===== src/rtl/fetch_sequencer_if.sv =====
// Fetch-side bus of the sequencer: memory handshake, ARF/IR control strobes
// and the valid/ready hand-off of the fetched instruction to execute.
interface fetch_sequencer_if;
   logic       mem_req;
   logic       mem_ack;
   logic [1:0] arf_outasel;
   logic [1:0] arf_funsel;
   logic [3:0] arf_rsel;
   logic       ir_enable;
   logic [1:0] ir_funsel;
   logic       ir_lh;
   logic       instr_valid;
   logic       instr_ready;

   modport master (
      output mem_req, arf_outasel, arf_funsel, arf_rsel,
             ir_enable, ir_funsel, ir_lh, instr_valid,
      input  mem_ack, instr_ready
   );

   modport slave (
      input  mem_req, arf_outasel, arf_funsel, arf_rsel,
             ir_enable, ir_funsel, ir_lh, instr_valid,
      output mem_ack, instr_ready
   );
endinterface


===== src/rtl/fetch_sequencer.sv =====
// Instruction fetch sequencer: reads two bytes at PC into IR (low then high),
// bumps PC per byte and offers the finished word to execute via valid/ready.
module fetch_sequencer #(
   parameter int unsigned TIMEOUT = 15,
   parameter int unsigned CNT_W   = 4
) (
   input  logic              clk,
   input  logic              rst,
   input  logic              start_i,
   input  logic              pc_clr_i,
   input  logic              halt_i,
   fetch_sequencer_if.master bus,
   output logic              busy_o,
   output logic              err_o,
   output logic [2:0]        state_dbg_o
);

   typedef enum logic [2:0] {
      S_IDLE   = 3'd0,
      S_CLR    = 3'd1,
      S_REQ_LO = 3'd2,
      S_REQ_HI = 3'd3,
      S_ISSUE  = 3'd4,
      S_ERR    = 3'd5
   } state_e;

   localparam logic [1:0] FUN_CLR  = 2'b00;
   localparam logic [1:0] FUN_LOAD = 2'b01;
   localparam logic [1:0] FUN_INC  = 2'b11;
   localparam logic [1:0] SEL_PC   = 2'b11;
   localparam logic [3:0] RSEL_PC  = 4'b0001;
   localparam logic [CNT_W-1:0] LAST_WAIT = CNT_W'(TIMEOUT - 1);

   state_e           state_q, state_d;
   logic [CNT_W-1:0] cnt_q, cnt_d;
   logic             halt_pending_q, halt_pending_d;
   logic             err_q, err_d;
   logic             in_req;
   logic             timeout;

   // ---------------------------------------------------------------------
   // State register
   // ---------------------------------------------------------------------
   always_ff @(posedge clk) begin
      if (rst) begin
         state_q        <= S_IDLE;
         cnt_q          <= '0;
         halt_pending_q <= 1'b0;
         err_q          <= 1'b0;
      end else begin
         state_q        <= state_d;
         cnt_q          <= cnt_d;
         halt_pending_q <= halt_pending_d;
         err_q          <= err_d;
      end
   end

   // ---------------------------------------------------------------------
   // Next-state logic
   // ---------------------------------------------------------------------
   assign in_req  = (state_q == S_REQ_LO) || (state_q == S_REQ_HI);
   // The count about to become TIMEOUT marks the last cycle an ack is accepted.
   assign timeout = (cnt_q == LAST_WAIT);

   always_comb begin
      // NOTE: every variable assigned here gets a default first so no latch is inferred.
      state_d = state_q;
      case (state_q)
         S_IDLE:   if (start_i) state_d = pc_clr_i ? S_CLR : S_REQ_LO;
         S_CLR:    state_d = S_REQ_LO;
         S_REQ_LO: begin
            if (bus.mem_ack)  state_d = S_REQ_HI;
            else if (timeout) state_d = S_ERR;
         end
         S_REQ_HI: begin
            if (bus.mem_ack)  state_d = S_ISSUE;
            else if (timeout) state_d = S_ERR;
         end
         S_ISSUE:  if (bus.instr_ready) state_d = halt_pending_q ? S_IDLE : S_REQ_LO;
         S_ERR:    state_d = S_ERR;
         default:  state_d = S_IDLE;
      endcase
   end

   always_comb begin
      cnt_d = (in_req && !bus.mem_ack) ? cnt_q + 1'b1 : '0;

      halt_pending_d = halt_pending_q;
      if (state_d == S_IDLE) halt_pending_d = 1'b0;
      else if (halt_i)       halt_pending_d = 1'b1;

      err_d = err_q | (state_d == S_ERR);
   end

   // ---------------------------------------------------------------------
   // Output logic (Mealy on mem_ack so the byte lands on the ack edge)
   // ---------------------------------------------------------------------
   always_comb begin
      bus.mem_req     = 1'b0;
      bus.arf_outasel = 2'b00;
      bus.arf_funsel  = FUN_CLR;
      bus.arf_rsel    = 4'b0000;
      bus.ir_enable   = 1'b0;
      bus.ir_funsel   = FUN_CLR;
      bus.ir_lh       = 1'b0;
      bus.instr_valid = 1'b0;
      busy_o          = (state_q != S_IDLE) && (state_q != S_ERR);
      err_o           = err_q;
      state_dbg_o     = state_q;

      case (state_q)
         S_CLR: begin
            bus.arf_rsel  = RSEL_PC;
            bus.ir_enable = 1'b1;
         end
         S_REQ_LO, S_REQ_HI: begin
            bus.mem_req     = 1'b1;
            bus.arf_outasel = SEL_PC;
            bus.ir_lh       = (state_q == S_REQ_HI);
            if (bus.mem_ack) begin
               bus.ir_enable  = 1'b1;
               bus.ir_funsel  = FUN_LOAD;
               bus.arf_rsel   = RSEL_PC;
               bus.arf_funsel = FUN_INC;
            end
         end
         S_ISSUE: bus.instr_valid = 1'b1;
         default: ;
      endcase

      // NOTE: reset is synchronous, so outputs are gated here to keep PC/IR untouched in the reset cycle.
      if (rst) begin
         bus.mem_req     = 1'b0;
         bus.arf_outasel = 2'b00;
         bus.arf_funsel  = 2'b00;
         bus.arf_rsel    = 4'b0000;
         bus.ir_enable   = 1'b0;
         bus.ir_funsel   = 2'b00;
         bus.ir_lh       = 1'b0;
         bus.instr_valid = 1'b0;
         busy_o          = 1'b0;
         err_o           = 1'b0;
         state_dbg_o     = 3'd0;
      end
   end

endmodule


===== src/flat_wrapper.sv =====
// flat-port wrapper written by rule: the top's interface ports become plain ports
module fetch_sequencer_flat 
#(
   parameter int unsigned TIMEOUT = 15,
   parameter int unsigned CNT_W   = 4
)
  (clk, rst, start_i, pc_clr_i, halt_i, busy_o, err_o, state_dbg_o, bus_mem_req, bus_arf_outasel, bus_arf_funsel, bus_arf_rsel, bus_ir_enable, bus_ir_funsel, bus_ir_lh, bus_instr_valid, bus_mem_ack, bus_instr_ready);
  fetch_sequencer_if bus_i ();
  input  logic clk;
  input  logic rst;
  input  logic start_i;
  input  logic pc_clr_i;
  input  logic halt_i;
  output logic busy_o;
  output logic err_o;
  output logic [2:0] state_dbg_o;
  output wire logic [$bits(bus_i.mem_req)-1:0] bus_mem_req;
  output wire logic [$bits(bus_i.arf_outasel)-1:0] bus_arf_outasel;
  output wire logic [$bits(bus_i.arf_funsel)-1:0] bus_arf_funsel;
  output wire logic [$bits(bus_i.arf_rsel)-1:0] bus_arf_rsel;
  output wire logic [$bits(bus_i.ir_enable)-1:0] bus_ir_enable;
  output wire logic [$bits(bus_i.ir_funsel)-1:0] bus_ir_funsel;
  output wire logic [$bits(bus_i.ir_lh)-1:0] bus_ir_lh;
  output wire logic [$bits(bus_i.instr_valid)-1:0] bus_instr_valid;
  input wire logic [$bits(bus_i.mem_ack)-1:0] bus_mem_ack;
  input wire logic [$bits(bus_i.instr_ready)-1:0] bus_instr_ready;
  assign bus_mem_req = bus_i.mem_req;
  assign bus_arf_outasel = bus_i.arf_outasel;
  assign bus_arf_funsel = bus_i.arf_funsel;
  assign bus_arf_rsel = bus_i.arf_rsel;
  assign bus_ir_enable = bus_i.ir_enable;
  assign bus_ir_funsel = bus_i.ir_funsel;
  assign bus_ir_lh = bus_i.ir_lh;
  assign bus_instr_valid = bus_i.instr_valid;
  assign bus_i.mem_ack = bus_mem_ack;
  assign bus_i.instr_ready = bus_instr_ready;
  fetch_sequencer #(.TIMEOUT(TIMEOUT), .CNT_W(CNT_W)) u_core (.clk(clk), .rst(rst), .start_i(start_i), .pc_clr_i(pc_clr_i), .halt_i(halt_i), .bus(bus_i), .busy_o(busy_o), .err_o(err_o), .state_dbg_o(state_dbg_o));
endmodule

===== config.mk =====
export PLATFORM = sky130hd
export DESIGN_NAME = fetch_sequencer_flat
export DESIGN_NICKNAME = d
export VERILOG_FILES = /design/src/rtl/fetch_sequencer_if.sv /design/src/rtl/fetch_sequencer.sv /design/src/flat_wrapper.sv
export SDC_FILE = /design/constraint.sdc
export NUM_CORES = 1
export LEC_CHECK = 0
export BUFFER_PORTS_ARGS = -buffer_cell sky130_fd_sc_hd__buf_2
export CORE_MARGIN = 2
export CORE_UTILIZATION = 35
export CTS_CLUSTER_DIAMETER = 150
export CTS_CLUSTER_SIZE = 12
export DETAILED_ROUTE_END_ITERATION = 7
export MAX_ROUTING_LAYER = met4
export SYNTH_ARGS = -nofsm -noshare
export SYNTH_HDL_FRONTEND = slang
export SYNTH_SLANG_ARGS = --single-unit
export TNS_END_PERCENT = 10

===== constraint.sdc =====
create_clock -name clk -period 2.05 [get_ports clk]
set_input_delay 0.3075 -clock clk [delete_from_list [all_inputs] [get_ports clk]]
set_output_delay 0.3075 -clock clk [all_outputs]
set_load 0.03 [all_outputs]

Word level (Yosys, flattened, before mapping)
Index checks and enable logic that the tools add are counted.
{ "word_totals": {"regBits": 9, "latch_bits": 0, "mem_bits_rw": 0, "rom_bits": 0, "inputBits": 7, "output_inout_bits": 19, "wordCells": 56, "mem_count": 0} }
{ "op_classes": {"addsub": 1, "multipliers": 0, "div": 0, "order_cmp": 0, "eq_ne": 8, "shift": 0, "n_mux": 31, "n_bitwise": 2, "reduce_logical": 10} }
{ "ops": {"columns": ["cell", "count"], "rows": [
  ["2-bit 2-to-1 mux", 9],
  ["3-bit 2-to-1 mux", 6],
  ["3-bit one-hot mux with 6 select lines", 1],
  ["1-bit 2-to-1 mux", 12],
  ["3-bit equality test (second input constant)", 3],
  ["4-bit one-hot mux with 2 select lines", 1],
  ["3-bit by 2-bit equality test with 1-bit output (second input constant)", 2],
  ["3-bit logical NOT", 2],
  ["2-bit OR reduction", 3],
  ["4-bit by 1-bit adder with 4-bit output (second input constant)", 1],
  ["4-bit equality test (second input constant)", 1],
  ["4-bit 2-to-1 mux", 1],
  ["3-bit by 1-bit equality test with 1-bit output (second input constant)", 1],
  ["3-bit != test (second input constant)", 1],
  ["3-bit nonzero test", 1],
  ["1-bit logical AND", 2],
  ["1-bit one-hot mux with 2 select lines", 1],
  ["1-bit logical NOT", 1],
  ["1-bit logical OR", 1],
  ["1-bit NOT", 1],
  ["1-bit OR", 1]
]} }

Logic depth before layout (Yosys ltp)
{ "depth": {"word_depth": 6, "mapped_depth": 6, "mapped_depth_nobuf": 6} }

Worst setup path before layout
Ideal clock, no wire load.
{ "synth_timing": {"kind": "reg2out", "from": "register u_core.state_q[1]", "to": "output port bus_arf_funsel[1]", "arrival_time_ns": 1.902, "required_ns": 1.742, "slack_ns": -0.159, "stages_incl_launch_ff": 6, "path_buffers": 2, "cell_sequence": "dfxtp_1 > clkbuf_1 > nand2b_1 > nor2_1 > and2_1 > buf_4"} }
{ "synth_between": {"elab_chain_cells": 4, "word_cells_on_any_way": 5, "cone_classes": "eq/ne: 2; mux: 2; reduce/logical: 1"} }
{ "synth_rtl": {"columns": ["element", "line_no", "rtl"], "rows": [
  ["from (decl)", "fetch_sequencer.sv:34", "state_e state_q, state_d;"],
  ["from (signal assigned)", "fetch_sequencer.sv:51", "state_q <= state_d;"],
  ["3-bit by 2-bit equality test with 1-bit output", "fetch_sequencer.sv:111", "case (state_q)"],
  ["2-bit OR reduction *", "fetch_sequencer.sv:111", null],
  ["2-bit 2-to-1 mux *", "fetch_sequencer.sv:111", null],
  ["2-bit 2-to-1 mux *", "fetch_sequencer.sv:132", "if (rst) begin"],
  ["to (decl)", "flat_wrapper.sv:19", "output wire logic [$bits(bus_i.arf_funsel)-1:0] bus_arf_funsel;"]
]} }
Every way passes the cells marked *; elsewhere a longest branch is shown, timed or not.

Final worst setup path
Same ends and word-level chain as after synthesis.

==> results.toml <==
[status]
status = "complete, no violations"

[pwr]
power_density_nw_per_um2 = 676.2
leakage_nw = 0.3254
ir_worst_vdd_v = 0.0003512
power_uw = 444.2

[routing]
routed_wirelength_mm = 1.033
drc_errors = 0
drt-wirelength-per-cell_um = 10.33
first_iter_violations = 0
drt_pass1_iterations = 1
vias = 483
postRouteAntennaNets = 0
vias_per_cell = 4.830

[synth]
ys_top_cells_by_area = "dfxtp_1 (31%), buf_4 (12%), nor2_1 (5.8%), nor2b_1 (5.4%), and2_1 (4.3%)"
yosys_warnings = 0
ys_seq_area_share_pct = 31.17
synth_cells = 68
synth_enable_flop_cells = 0
avgSynthCellArea_um2 = 8.501
synth-seq-cells = 9
synthArstFlopShare_pct = 0
synth.distinct_cells = 31
synth.largest_area_cell = "dfxtp_1"
syn-cell-area_um2 = 578.1
synth_flop_cell = "dfxtp_1"
synth_top_area_share_pct = 31.17

[clock_network]
cts_root_buf = "clkbuf_4"
cts.sinks = 9
cts_resized = 0
htree_levels = 1
worstSkewPairLatency_ns = 0.25
clock_path_buffers = 2
numCtsBuffers = 3
cts-hold-fix-buffers = 0
cts.clk_slew.worst_paths_ns = 0.06
tritoncts = "built"
cts_setup_buffers = 0

[worst_setup_path]
critical_path_arrival_ns = 1.55
cpMaxStageDelayCell = "dfxtp_1"
crit_required_ns = 1.74
worst-path-buf-inv = 1
cp-startpoint = "u_core.state_q[1]"
cp_cell_sequence = "nand2b_1 -> nor2_2 -> and2_1 -> buf_2"
cp_max_fo = 9
regToRegStartpoint = "u_core.state_q[0]"
cp-end-kind = "primary output"
cp_top_family = "simple AND/OR/NAND/NOR gates"
path_class = "reg -> out"
critPathLaunchType = "register"
max_stage_delay_ns = 0.48

[job]
max-cap-violations = 0

[sta]
post-route-period-util_pct = 90.42
hold_viol = 0
setup-violations-final = 0
rsz0062_at_grt = "false"
period_needed_ns = 1.854
timing.final.max_slew_violations = 0
fmax_mhz = 539.5
fin_skew_ns = 0.003653
whs_ns = 0.3607
setup_tns_ns = 0
timing.final.ws_setup_ns = 0.1964

[finish]
diodes = 0
layout-drive-gt1-share_pct = 34.52
nets = 94
n_fill_cell = 175
finalNonFillerCells = 100
syn2layout_area_growth_pct = 13.64

[floorplanning]
die_height_um = 44.64
num_rows = 14
design.die.area_um2 = 1993
die-width_um = 44.64
initial_core_util_pct = 37.93
ios = 26
core_area_um2 = 1524

[worst_hold_path]
min-delay-start = "halt_i"
min-delay-path-class = "in -> reg"

[global_routing]
gr-total-overflow = 0
grt_pass1_wl_mm = 1.794
grt_max_degree = 13
grt_pass1_vias = 443
grt.total_usage_pct = 13.01
antenna_found_initial = 0

[placed_design]
dpl_worst_slack_ns = 0.4637
dpl.cell_count = 96
hpwlAfterDp_um = 809
routabilityCongestion = 0.6954
portBuffers = 21
worst paths after layout:
path	slack, ns	to	cells past startpoint
setup / recovery	0.20	bus_arf_funsel[1]	4
hold reg to reg	0.46	u_core.cnt_q[0]	1
hold / removal	0.36	u_core.halt_pending_q	3
setup reg to reg	0.54	u_core.halt_pending_q	4
cell usage in the layout, fill, tap and decap left out, types with 2 or more instances in the layout:
cell type / synthesis / final
clkbuf_4: 0 / 3
nand2b_1: 2 / 2
nor2_1: 9 / 8
conb_1: 1 / 4
nor2b_1: 5 / 5
buf_2: 0 / 21
and2_1: 4 / 4
nand3_1: 2 / 2
dfxtp_1: 9 / 9
nor3b_1: 2 / 2
ha_1: 2 / 2
inv_1: 2 / 2
power by group:
group	total, mW	switching, mW	internal, mW
combinational	0.119	0.0756	0.0433
clock	0.131	0.0565	0.0747
sequential	0.194	0.0115	0.183
total	0.444	0.144	0.301
state kept, by name, indices dropped and copies added (netlist names):
register and flops:
u_core.err_q 1, u_core.state_q 3, u_core.cnt_q 4, u_core.halt_pending_q 1
logic make-up after synthesis:
group	Yosys count	synth area share (%)
other	1	0.6487
buffers and inverters	14	16.23
AND/OR/NAND/NOR	28	26.62
AO/OA/AOI/OAI	11	16.24
multiplexers	1	1.732
flip-flops	9	31.17
XOR/XNOR	2	3.031
adder cells (fa/ha/maj)	2	4.328
per-stage QoR:
| step | utilization (%) | instance area [um2] |
|---|---|---|
| floorplan | - | 591.8 |
| global placement | 41.38 | 630.6 |
| detailed placement | 41.38 | 630.6 |
| CTS | 43.10 | 656.9 |
| global route | 43.10 | 656.9 |
| finish | 43.10 | 656.9 |
worst register-to-register path: cells and delay by family (launching register included):
family / cells / cell delay (ns)
and+or+nand+nor: 1 / 0.37
AOI/OAI and AO/OA: 3 / 0.69
DFF: 1 / 0.38
Yosys cell counts, types with 2 or more instances:
cell,instances
and2_1,4
buf_4,9
clkbuf_1,2
dfxtp_1,9
ha_1,2
inv_1,2
nand2b_1,2
nand3_1,2
nor2_1,9
nor2b_1,5
nor3b_1,2
cell type report:
class | instances | area, um2 | share of cell area, %
Timing Repair Buffer | 21 | 105.1 | 16.00
Inverter | 2 | 7.507 | 1.143
Sequential cell | 9 | 180.2 | 27.43
Clock buffer | 4 | 26.28 | 4.000
Multi-Input combinational cell | 48 | 317.8 | 48.38
Tap cell | 16 | 20.02 | 3.048
metal layers:
metal,vias to the layer above,share of wire (%),GRT usage (%)
li1,247,-,-
met1,212,47,13.79
met2,22,43,20.58
met3,2,8.0,2.449
met4,0,1.6,10.91
met5,-,0,-
(Power assumes the default switching activity.)
